`src/rtl/firc_pkg.sv`:
```
// ---------------------------------------------------------------------------
// firc_pkg
// Shared widths, coefficient address range and feeder state type for the
// complex FIR interface. Used by the feeder and by the filter itself.
// ---------------------------------------------------------------------------
package firc_pkg;

  localparam int SAMP_W = 24;
  localparam int COEF_W = 27;
  localparam int ADDR_W = 5;

  localparam logic [ADDR_W-1:0] COEF_FIRST = ADDR_W'(1);
  localparam logic [ADDR_W-1:0] COEF_LAST  = ADDR_W'(15);

  typedef enum logic [1:0] {
    IDLE   = 2'd0,
    LOAD   = 2'd1,
    STREAM = 2'd2
  } feeder_state_t;

  // True for table addresses that hold a real coefficient (1..15).
  function automatic logic coefAddrValid(input logic [ADDR_W-1:0] addr);
    return (addr >= COEF_FIRST) && (addr <= COEF_LAST);
  endfunction

endpackage

```
`src/rtl/firc_samp_fifo.sv`:
```
// ---------------------------------------------------------------------------
// firc_samp_fifo
// Small synchronous FIFO holding packed {I,Q} samples for the feeder.
// Head entry is always presented on data_o; a push into an empty FIFO
// becomes visible on the cycle after the write (no bypass path).
//
// Ports
//   clk_i    rising-edge clock
//   rst_ni   asynchronous active-low reset; empties FIFO, clears storage
//   push_i   write data_i at the edge (ignored when full)
//   data_i   word to write
//   pop_i    drop the head entry at the edge (ignored when empty)
//   data_o   current head entry
//   full_o   DEPTH entries stored
//   empty_o  no entries stored
// ---------------------------------------------------------------------------
module firc_samp_fifo #(
  parameter int DEPTH = 8,
  parameter int WIDTH = 48
) (
  input  logic             clk_i,
  input  logic             rst_ni,
  input  logic             push_i,
  input  logic [WIDTH-1:0] data_i,
  input  logic             pop_i,
  output logic [WIDTH-1:0] data_o,
  output logic             full_o,
  output logic             empty_o
);

  localparam int PTR_W = $clog2(DEPTH);
  localparam logic [PTR_W:0] PTR_ONE = (PTR_W+1)'(1);

  logic [WIDTH-1:0] mem_q [DEPTH];
  // Pointers carry one extra wrap bit so full and empty are distinguishable.
  logic [PTR_W:0]   wrPtr_q;
  logic [PTR_W:0]   rdPtr_q;
  logic             doPush;
  logic             doPop;

  assign empty_o = (wrPtr_q == rdPtr_q);
  assign full_o  = (wrPtr_q[PTR_W] != rdPtr_q[PTR_W]) &&
                   (wrPtr_q[PTR_W-1:0] == rdPtr_q[PTR_W-1:0]);

  // A full FIFO refuses a write even when the head is popped the same cycle.
  assign doPush = push_i & ~full_o;
  assign doPop  = pop_i & ~empty_o;

  assign data_o = mem_q[rdPtr_q[PTR_W-1:0]];

  // Storage and pointers; storage is cleared so the head reads 0 in reset.
  always_ff @(posedge clk_i or negedge rst_ni) begin
    if (!rst_ni) begin
      for (int i = 0; i < DEPTH; i++) begin
        mem_q[i] <= '0;
      end
      wrPtr_q <= '0;
      rdPtr_q <= '0;
    end else begin
      if (doPush) begin
        mem_q[wrPtr_q[PTR_W-1:0]] <= data_i;
        wrPtr_q <= wrPtr_q + PTR_ONE;
      end
      if (doPop) begin
        rdPtr_q <= rdPtr_q + PTR_ONE;
      end
    end
  end

endmodule

```
`src/rtl/firc_feeder.sv`:
```
// ---------------------------------------------------------------------------
// firc_feeder
// Transmit-side driver for the complex FIR filter. Keeps a host-written
// table of 15 complex coefficients, downloads it to the filter on request,
// then streams buffered I/Q samples while honouring StopIn back-pressure.
//
// Ports
//   Clk, Reset              clock, asynchronous active-low reset
//   CoefWr/CoefWrAddr/I/Q   host table write (addresses 1..15)
//   StartCoef               request a table download
//   CoefBusy                download in progress, table writes dropped
//   SrcValid/SrcReady/I/Q   upstream sample handshake
//   StopIn                  filter back-pressure
//   PushCoef/CoefAddr/I/Q   coefficient stream to the filter
//   PushIn/SampI/SampQ      sample stream to the filter
//   Streaming               feeder is in the streaming state
//   SampCount               samples pushed since the last completed download
// ---------------------------------------------------------------------------
module firc_feeder
  import firc_pkg::*;
#(
  parameter int DEPTH = 8,
  parameter int CNT_W = 16
) (
  input  logic              Clk,
  input  logic              Reset,
  input  logic              CoefWr,
  input  logic [ADDR_W-1:0] CoefWrAddr,
  input  logic [COEF_W-1:0] CoefWrI,
  input  logic [COEF_W-1:0] CoefWrQ,
  input  logic              StartCoef,
  output logic              CoefBusy,
  input  logic              SrcValid,
  output logic              SrcReady,
  input  logic [SAMP_W-1:0] SrcI,
  input  logic [SAMP_W-1:0] SrcQ,
  input  logic              StopIn,
  output logic              PushCoef,
  output logic [ADDR_W-1:0] CoefAddr,
  output logic [COEF_W-1:0] CoefI,
  output logic [COEF_W-1:0] CoefQ,
  output logic              PushIn,
  output logic [SAMP_W-1:0] SampI,
  output logic [SAMP_W-1:0] SampQ,
  output logic              Streaming,
  output logic [CNT_W-1:0]  SampCount
);

  feeder_state_t     state_q, state_d;
  logic [ADDR_W-1:0] loadCnt_q, loadCnt_d;
  logic              pushCoef_q, pushCoef_d;
  logic [ADDR_W-1:0] coefAddr_q, coefAddr_d;
  logic [COEF_W-1:0] coefI_q, coefI_d;
  logic [COEF_W-1:0] coefQ_q, coefQ_d;
  logic [CNT_W-1:0]  sampCount_q, sampCount_d;
  logic              readyEn_q;

  // Entry 0 exists only so the 4-bit index covers the array; it is never written.
  logic [COEF_W-1:0] tblI_q [16];
  logic [COEF_W-1:0] tblQ_q [16];
  logic              tblWrEn;

  logic                fifoPush;
  logic                fifoFull;
  logic                fifoEmpty;
  logic [2*SAMP_W-1:0] fifoHead;

  assign CoefBusy  = (state_q == LOAD);
  assign Streaming = (state_q == STREAM);
  assign tblWrEn   = CoefWr & ~CoefBusy & coefAddrValid(CoefWrAddr);

  // readyEn_q holds SrcReady low through reset and rises at the first edge after release.
  assign SrcReady = readyEn_q & ~fifoFull;
  assign fifoPush = SrcValid & SrcReady;
  assign PushIn   = Streaming & ~fifoEmpty & ~StopIn;

  assign {SampI, SampQ} = fifoHead;
  assign PushCoef       = pushCoef_q;
  assign CoefAddr       = coefAddr_q;
  assign CoefI          = coefI_q;
  assign CoefQ          = coefQ_q;
  assign SampCount      = sampCount_q;

  firc_samp_fifo #(
    .DEPTH (DEPTH),
    .WIDTH (2*SAMP_W)
  ) u_fifo (
    .clk_i   (Clk),
    .rst_ni  (Reset),
    .push_i  (fifoPush),
    .data_i  ({SrcI, SrcQ}),
    .pop_i   (PushIn),
    .data_o  (fifoHead),
    .full_o  (fifoFull),
    .empty_o (fifoEmpty)
  );

  // Host coefficient table; writes are accepted only outside a download.
  always_ff @(posedge Clk or negedge Reset) begin
    if (!Reset) begin
      for (int i = 0; i < 16; i++) begin
        tblI_q[i] <= '0;
        tblQ_q[i] <= '0;
      end
    end else if (tblWrEn) begin
      tblI_q[CoefWrAddr[3:0]] <= CoefWrI;
      tblQ_q[CoefWrAddr[3:0]] <= CoefWrQ;
    end
  end

  // Next-state logic. The coefficient outputs are registered from the entry
  // the load counter will hold next, so address k appears k cycles after the
  // StartCoef edge. Leaving LOAD clears the sample count.
  always_comb begin
    state_d     = state_q;
    loadCnt_d   = loadCnt_q;
    pushCoef_d  = 1'b0;
    coefAddr_d  = '0;
    coefI_d     = '0;
    coefQ_d     = '0;
    sampCount_d = sampCount_q;

    if (PushIn && (sampCount_q != {CNT_W{1'b1}})) begin
      sampCount_d = sampCount_q + CNT_W'(1);
    end

    unique case (state_q)
      IDLE: begin
        if (StartCoef) begin
          state_d   = LOAD;
          loadCnt_d = COEF_FIRST;
        end
      end
      LOAD: begin
        if (loadCnt_q == COEF_LAST) begin
          state_d     = STREAM;
          loadCnt_d   = '0;
          sampCount_d = '0;
        end else begin
          loadCnt_d = loadCnt_q + ADDR_W'(1);
        end
      end
      STREAM: begin
        if (StartCoef) begin
          state_d   = LOAD;
          loadCnt_d = COEF_FIRST;
        end
      end
      default: begin
        state_d   = IDLE;
        loadCnt_d = '0;
      end
    endcase

    if (state_d == LOAD) begin
      pushCoef_d = 1'b1;
      coefAddr_d = loadCnt_d;
      coefI_d    = tblI_q[loadCnt_d[3:0]];
      coefQ_d    = tblQ_q[loadCnt_d[3:0]];
    end
  end

  // State, load counter, registered coefficient outputs and sample count.
  always_ff @(posedge Clk or negedge Reset) begin
    if (!Reset) begin
      state_q     <= IDLE;
      loadCnt_q   <= '0;
      pushCoef_q  <= 1'b0;
      coefAddr_q  <= '0;
      coefI_q     <= '0;
      coefQ_q     <= '0;
      sampCount_q <= '0;
      readyEn_q   <= 1'b0;
    end else begin
      state_q     <= state_d;
      loadCnt_q   <= loadCnt_d;
      pushCoef_q  <= pushCoef_d;
      coefAddr_q  <= coefAddr_d;
      coefI_q     <= coefI_d;
      coefQ_q     <= coefQ_d;
      sampCount_q <= sampCount_d;
      readyEn_q   <= 1'b1;
    end
  end

endmodule
```
`config.mk`:
```
export PLATFORM = sky130hd
export DESIGN_NAME = firc_feeder
export DESIGN_NICKNAME = d
export VERILOG_FILES = /design/src/rtl/firc_pkg.sv /design/src/rtl/firc_samp_fifo.sv /design/src/rtl/firc_feeder.sv
export SDC_FILE = /design/constraint.sdc
export NUM_CORES = 2
export LEC_CHECK = 0
export CAP_MARGIN = 5
export CORE_AREA = 10 10 355 357
export DETAILED_ROUTE_END_ITERATION = 10
export DIE_AREA = 0 0 365 367
export GPL_TIMING_DRIVEN = 0
export PLACE_DENSITY = 0.77
export SYNTH_ARGS = -nofsm -noshare
export SYNTH_HDL_FRONTEND = slang
export SYNTH_HIERARCHICAL = 1
export SYNTH_SLANG_ARGS = --single-unit
```
`constraint.sdc`:
```
create_clock -name Clk -period 3.6 [get_ports Clk]
set_input_delay 0.72 -clock Clk [delete_from_list [all_inputs] [get_ports Clk]]
set_output_delay 0.72 -clock Clk [all_outputs]
set_load 0.01 [all_outputs]
```
# Word level (Yosys, flattened, before mapping)
# Cells that the tools add are included.
[op_classes] order_cmp=8 bitwise=16 n_eq_ne=8 n_reduce_logical=7 add_sub_neg=4 mux=29
[op_table] operator="$bwmux 432" count=2
[op_table] operator="$bwmux 384" count=1
[op_table] operator="$bmux 27 s4" count=2
[op_table] operator="$mux 27" count=7
[op_table] operator="$bmux 48 s3" count=1
[op_table] operator="$demux 48 s3" count=1
[op_table] operator="$mux 48" count=3
[op_table] operator="$demux 27 s4" count=1
[op_table] operator="$mux 16" count=3
[op_table] operator="$add 16x1->16 const B" count=1
[op_table] operator="$ne 16x16->1 const B" count=1
[op_table] operator="$mux 5" count=3
[op_table] operator="$ge 5x5->1 const B" count=2
[op_table] operator="$not 4->5" count=2
[op_table] operator="$pmux 5 s2" count=1
[op_table] operator="$add 4x1->4 const B" count=2
[op_table] operator="$and 1x1->1" count=8
[op_table] operator="$ge 4x4->1 const B" count=2
[op_table] operator="$not 3->4" count=2
[op_table] operator="$add 5x1->5 const B" count=1
[op_table] operator="$eq 5x4->1 const B" count=1
[op_table] operator="$ge 5x1->1 const B" count=1
[op_table] operator="$le 5x4->1 const B" count=1
[op_table] operator="$logic_and 1x1->1" count=5
[op_table] operator="13 further kinds" count=18
[totals] regBits=1340

# Logic depth before layout (Yosys ltp)
[logic_depth] ltp_word=8 ltp_mapped=13 depth_no_buf=8

# By module
# Netlist, hierarchy kept.
[by_module_without_submodules] mod="firc_feeder" area_per_inst_um2=42595.9 cells_per_inst=3640 n_inst=1
[by_module_without_submodules] mod="firc_samp_fifo" area_per_inst_um2=17538.1 cells_per_inst=1031 n_inst=1

# Least setup slack after synthesis
# No wires, ideal clock.
[synth_path] kind="register to output" startpoint="reg u_fifo.rdPtr_q[0]" endpoint="out SampI[10]" required_time_ns=2.880 path_stages_with_launch=6 n_path_buf=3 t_arrival_ns=1.927 path_slack_ns=0.953 cell_sequence="dfrtp_1 > buf_2 > buf_2 > buf_2 > mux4_2 > mux2_2"
[synth_via] elab_chain_cells=4
[synth_rtl] element="start: declaration" line_no="firc_samp_fifo.sv:37" source="logic [PTR_W:0] rdPtr_q;"
[synth_rtl] element="start signal: assignment" line_no="firc_samp_fifo.sv:65" source="rdPtr_q <= rdPtr_q + PTR_ONE;"
[synth_rtl] element="$not 3->4 (not written as such)" line_no="firc_samp_fifo.sv:49" source="assign data_o = mem_q[rdPtr_q[PTR_W-1:0]];"
[synth_rtl] element="$bmux 48 s3" line_no="firc_samp_fifo.sv:49"
[synth_rtl] element="$mux 48 (not written as such) (2 in series)" line_no="firc_samp_fifo.sv:49"
[synth_rtl] element="end: declaration" line_no="firc_feeder.sv:43" source="output logic [SAMP_W-1:0] SampI,"
# Every way passes these cells. The select of a mux whose other input is x is not followed.

# Final worst setup path
[layout_path] startpoint="reg loadCnt_q[0]" endpoint="reg coefI_q[19] (netlist: CoefI[19])"
[layout_via] elab_chain_cells=8 elab_cells_between_ends=13 cone_classes="1 x add/sub; 2 x eq/ne; 9 x mux; 1 x bitwise"
[layout_rtl] element="start: declaration" line_no="firc_feeder.sv:50" source="logic [ADDR_W-1:0] loadCnt_q, loadCnt_d;"
[layout_rtl] element="start signal: assignment" line_no="firc_feeder.sv:176" source="loadCnt_q <= loadCnt_d;"
[layout_rtl] element="$add 5x1->5 / $eq 5x4->1 (equally long branches)" line_no="firc_feeder.sv:140, firc_feeder.sv:135"
[layout_rtl] element="$mux 5" line_no="firc_feeder.sv:135" source="if (loadCnt_q == COEF_LAST) begin"
[layout_rtl] element="$pmux 5 s2" line_no="firc_feeder.sv:127" source="unique case (state_q)"
[layout_rtl] element="$not 4->5 (not written as such)" line_no="firc_feeder.sv:158" source="coefI_d = tblI_q[loadCnt_d[3:0]];"
[layout_rtl] element="$bmux 27 s4" line_no="firc_feeder.sv:158"
[layout_rtl] element="$mux 27 (not written as such) (2 in series)" line_no="firc_feeder.sv:158"
[layout_rtl] element="$mux 27 *" line_no="firc_feeder.sv:155" source="if (state_d == LOAD) begin"
[layout_rtl] element="net coefI_d[19]" line_no="firc_feeder.sv:53" source="logic [COEF_W-1:0] coefI_q, coefI_d;"
[layout_rtl] element="end signal: assignment" line_no="firc_feeder.sv:179" source="coefI_q <= coefI_d;"
[layout_rtl] element="end: declaration" line_no="firc_feeder.sv:53"
# The timed path passes the listed nets; every way through them passes the cells marked *. The select of a mux whose other input is x is not followed.
# A chain may end at the register's enable or synchronous reset.

==> results.md <==
- Multi-input gate area: 24700 um2
- Final Hold Fails: 0
- Syn_nets: 4788
- Critical path depth: 9
- Worst Setup Start Kind: flip-flop
- Port buffer count: 240
- Commonest register cell after synthesis: dfrtp_1
- RePlAce Congestion: 0.982
- Die area: 134000 um2
- Bufs and invs on worst path: 3
- Synth area leaders: dfrtp_1, mux2_2, nand2_1
- DRT iter0 DRCs: 4783
- Num Clock Sinks: 1340
- End of the critical path: CoefI[19]
- CTS max path bufs: 3
- CP endpoint kind: flip-flop
- Post-DP HPWL: 129 mm
- Post-synth EDFFs: 0
- ANT nets after route: 0
- Reg2reg setup slack: -0.18 ns
- Fillers: 9242
- Die X: 365 um
- Yosys reg bits: 1340
- Num CTS Buffers: 145
- Final nets: 5194
- Fmax: 0.264 GHz
- All-Layer GR Usage: 0.286
- DIE HEIGHT: 367 um
- First-pass GRT wire length: 285 mm
- Worst-Skew Late Latency: 0.78 ns
- Worst VDD drop: 0.000971 V
- R2r endpoint: CoefI[19]
- Layout cells sized above 1: 0.360
- Adder-cell share of the synthesized area: 0.000832
- Xor/xnor share of the synthesized area: 0.00437
- Register area: 33500 um2
- Drt total wl: 195 mm
- Worst Path Required: 4.24 ns
- Critical Path, Cell by Cell: ha_2 > xnor2_1 > o21a_1 > buf_2 > clkbuf_4 > nand2_2 > buf_1 > o221ai_1 > o22ai_1
- Synth Area in Simple Gates: 0.0716
- LEAKAGE: 32.0 nW
- Worst-path clk slew: 0.06 ns
- Worst slew margin: 0.169
- Core area: 119000 um2
- Seq/Total Area, Yosys: 0.558
- Final Total Pwr: 67.7 mW
- Synth warn: 6
- Mapped Cells: 4671
- Multiplexer share of the synthesized area: 0.274
- RSZ-0062 raised after global routing: yes
- Max-cap viol count: 0
- Status: complete, but fails checks
- Initial Util: 0.505
- Vias post-DR: 42.5k
- Final worst path period share: 1.05
- Critical Path Source: loadCnt_q[0]
- Slowest stage delay, CP: 0.82 ns
- Syn Area/Cell: 12.9 um2
- Area after DPL: 64800 um2
- Initial antenna violation count: 34
- Critical path peak fanout: 10
- Failing checks: negative setup slack
- H-tree levels: 4
- Largest family of logic cells by synthesized area: multiplexers
- Reg2Reg Depth: 9
- Pre-Repair DR Iteration Count: 6
- Pre-CTS setup slack: -1.24 ns
- DRC errors left: 0
- Crit path DAT: 4.42 ns
- Commonest cells in the netlist: dfrtp_1, mux2_2, nand2_1
- FFs w/ async S/R, synth: 1.00
- P&R area growth vs syn: 16.9%
- Hold Path Class: reg -> reg
- R2r startpoint: loadCnt_q[0]
- Final Setup Violations: 24
- Crit path kind: reg -> reg
- Drt wl/cell: 29.0 um
- Tightest Pin Transition: 1.25 ns
- Final global-route overflow total: 0
- Distinct cells, synth: 74
- Final setup margin: -0.183 ns
- Most common cell in the netlist: dfrtp_1
- Post-synth top area cell: dfrtp_1
- Fin. max-slew vios: 0
- Largest net degree at the start of global routing: 182
- Top cell type's share of synthesized area: 0.558
- P per Cell Area: 964 nW/um2
- Vias per inst: 6.31
- Fin Hold WS: 0.453 ns
- Crit-path leading delay family: buffers and inverters
- Min Tclk post-route: 3.78 ns
- Top Ports: 241
- CTS tree: built
- CTS root buffer: clkbuf_16
- Vias in the first global route: 43.1k
- Final instance area: 70300 um2
- Max Clock Skew: 0.0322 ns
- # rows: 127
- Synth Cell Area: 60100 um2
- Compound-Gate Fraction of Synth Area: 0.0567
- CP max stage cell: buf_1
[placed cells by master, fill, tap and decap left out, types with 13 or more instances in the layout]
cell                n
nand2_1           588
dfrtp_1          1339
mux2i_1            28
nand3_1           194
dlygate4sd2_1      19
buf_2             157
mux2_2           1219
clkdlybuf4s15_1    13
o21ai_0            69
mux2_4             15
o21bai_1           47
a2111oi_0          30
xnor2_1            17
clkinv_2           20
clkbuf_16         152
clkbuf_2           28
bufinv_16          15
o311ai_0           47
clkbuf_1          208
buf_4              25
a21oi_1            98
clkbuf_8           29
nor3_1             14
a32o_1             17
mux4_2             96
or3_1              15
clkdlybuf4s50_1   203
nor2_1            123
buf_6              15
o22ai_1            59
a211o_1            15
o2111ai_1          44
[per-stage QoR]
stage                     TNS, ns  std cells   util
after floorplan                 0       4671      -
after global placement          -       6459  0.542
after detailed placement   -51.48       6469  0.544
after CTS                 -0.0108       6730  0.589
after global routing       -0.168       6741  0.590
final                       -1.36       6746  0.590
[cell type report]
cell class / instances / area share
antenna: 12 / 0.000427
buffer: 428 / 0.0322
clock buffer: 203 / 0.0599
clock inverter: 53 / 0.0106
inverter: 13 / 0.000855
multi-input combinational: 2888 / 0.351
sequential: 1340 / 0.477
tap: 1548 / 0.0276
timing repair buffer: 261 / 0.0404
[report_power, final]
| group | switching, mW | leakage, nW | total (mW) | internal (mW) |
|---|---|---|---|---|
| clock | 6.32 | 2.44 | 15.6 | 9.27 |
| combinational | 19.9 | 11.8 | 30.5 | 10.6 |
| sequential | 2.26 | 17.7 | 21.6 | 19.4 |
| total | 28.5 | 32.0 | 67.7 | 39.3 |
[sequential cells by signal (all words and copies together), names as in the netlist]
name / count
tblI_q: 432
tblQ_q: 432
u_fifo/mem_q: 384
CoefI: 27
CoefQ: 27
SampCount: 16
CoefAddr: 5
loadCnt_q: 5
u_fifo/rdPtr_q: 4
u_fifo/wrPtr_q: 4
state_q: 2
PushCoef: 1
readyEn_q: 1
[per-layer routing]
| layer | global-route usage | up-vias | wire length, um | share of wire |
|---|---|---|---|---|
| met1 | 0.354 | 21800 | 73800 | 0.38 |
| li1 | - | 17600 | - | - |
| met3 | 0.0897 | 750 | 20700 | 0.11 |
| met4 | 0.179 | 30 | 13600 | 0.070 |
| met5 | 0 | - | 187 | 0.00096 |
| met2 | 0.432 | 2392 | 87200 | 0.45 |
[worst register-to-register path, cell delays in order (launching register included)]
cell and delay (ns):
dfrtp_1 0.45, ha_2 0.23, xnor2_1 0.17, o21a_1 0.19
buf_2 0.19, clkbuf_4 0.34, nand2_2 0.50, buf_1 0.82
o221ai_1 0.34, o22ai_1 0.41
[worst min-delay path by stage]
stage / start / end / slack (ns) / cells after the start
floorplan: Reset / CoefAddr[0] / 0.42 / 0
global placement: tblQ_q[408] / tblQ_q[408] / 0.43 / 1
detailed placement: tblI_q[410] / tblI_q[410] / 0.44 / 1
CTS: tblQ_q[418] / tblQ_q[418] / 0.45 / 1
global route: tblQ_q[423] / tblQ_q[423] / 0.47 / 1
finish: tblQ_q[418] / tblQ_q[418] / 0.45 / 1
[cell families (layout without fill, tap and decap cells)]
| family | count (synthesis) | count (layout) |
|---|---|---|
| multiplexers | 1368 | 1368 |
| XOR/XNOR | 30 | 30 |
| adder cells (fa/ha/maj) | 4 | 4 |
| other | 1 | 13 |
| AND/OR/NAND/NOR | 1002 | 1002 |
| buffers and inverters | 443 | 958 |
| flip-flops | 1340 | 1340 |
| AO/OA/AOI/OAI | 483 | 483 |
[repair_timing]
item | CTS | global route
setup endpoints to repair | 103 | 112
pin swaps | 0 | 2
buffers inserted | 5 | 1
gates cloned | 1 | 3
hold buffers | 1 | 0
gates resized for setup | 135 | 87
hold endpoints to repair | 74 | 0
No activity file was read; power rests on OpenSTA's default activity.
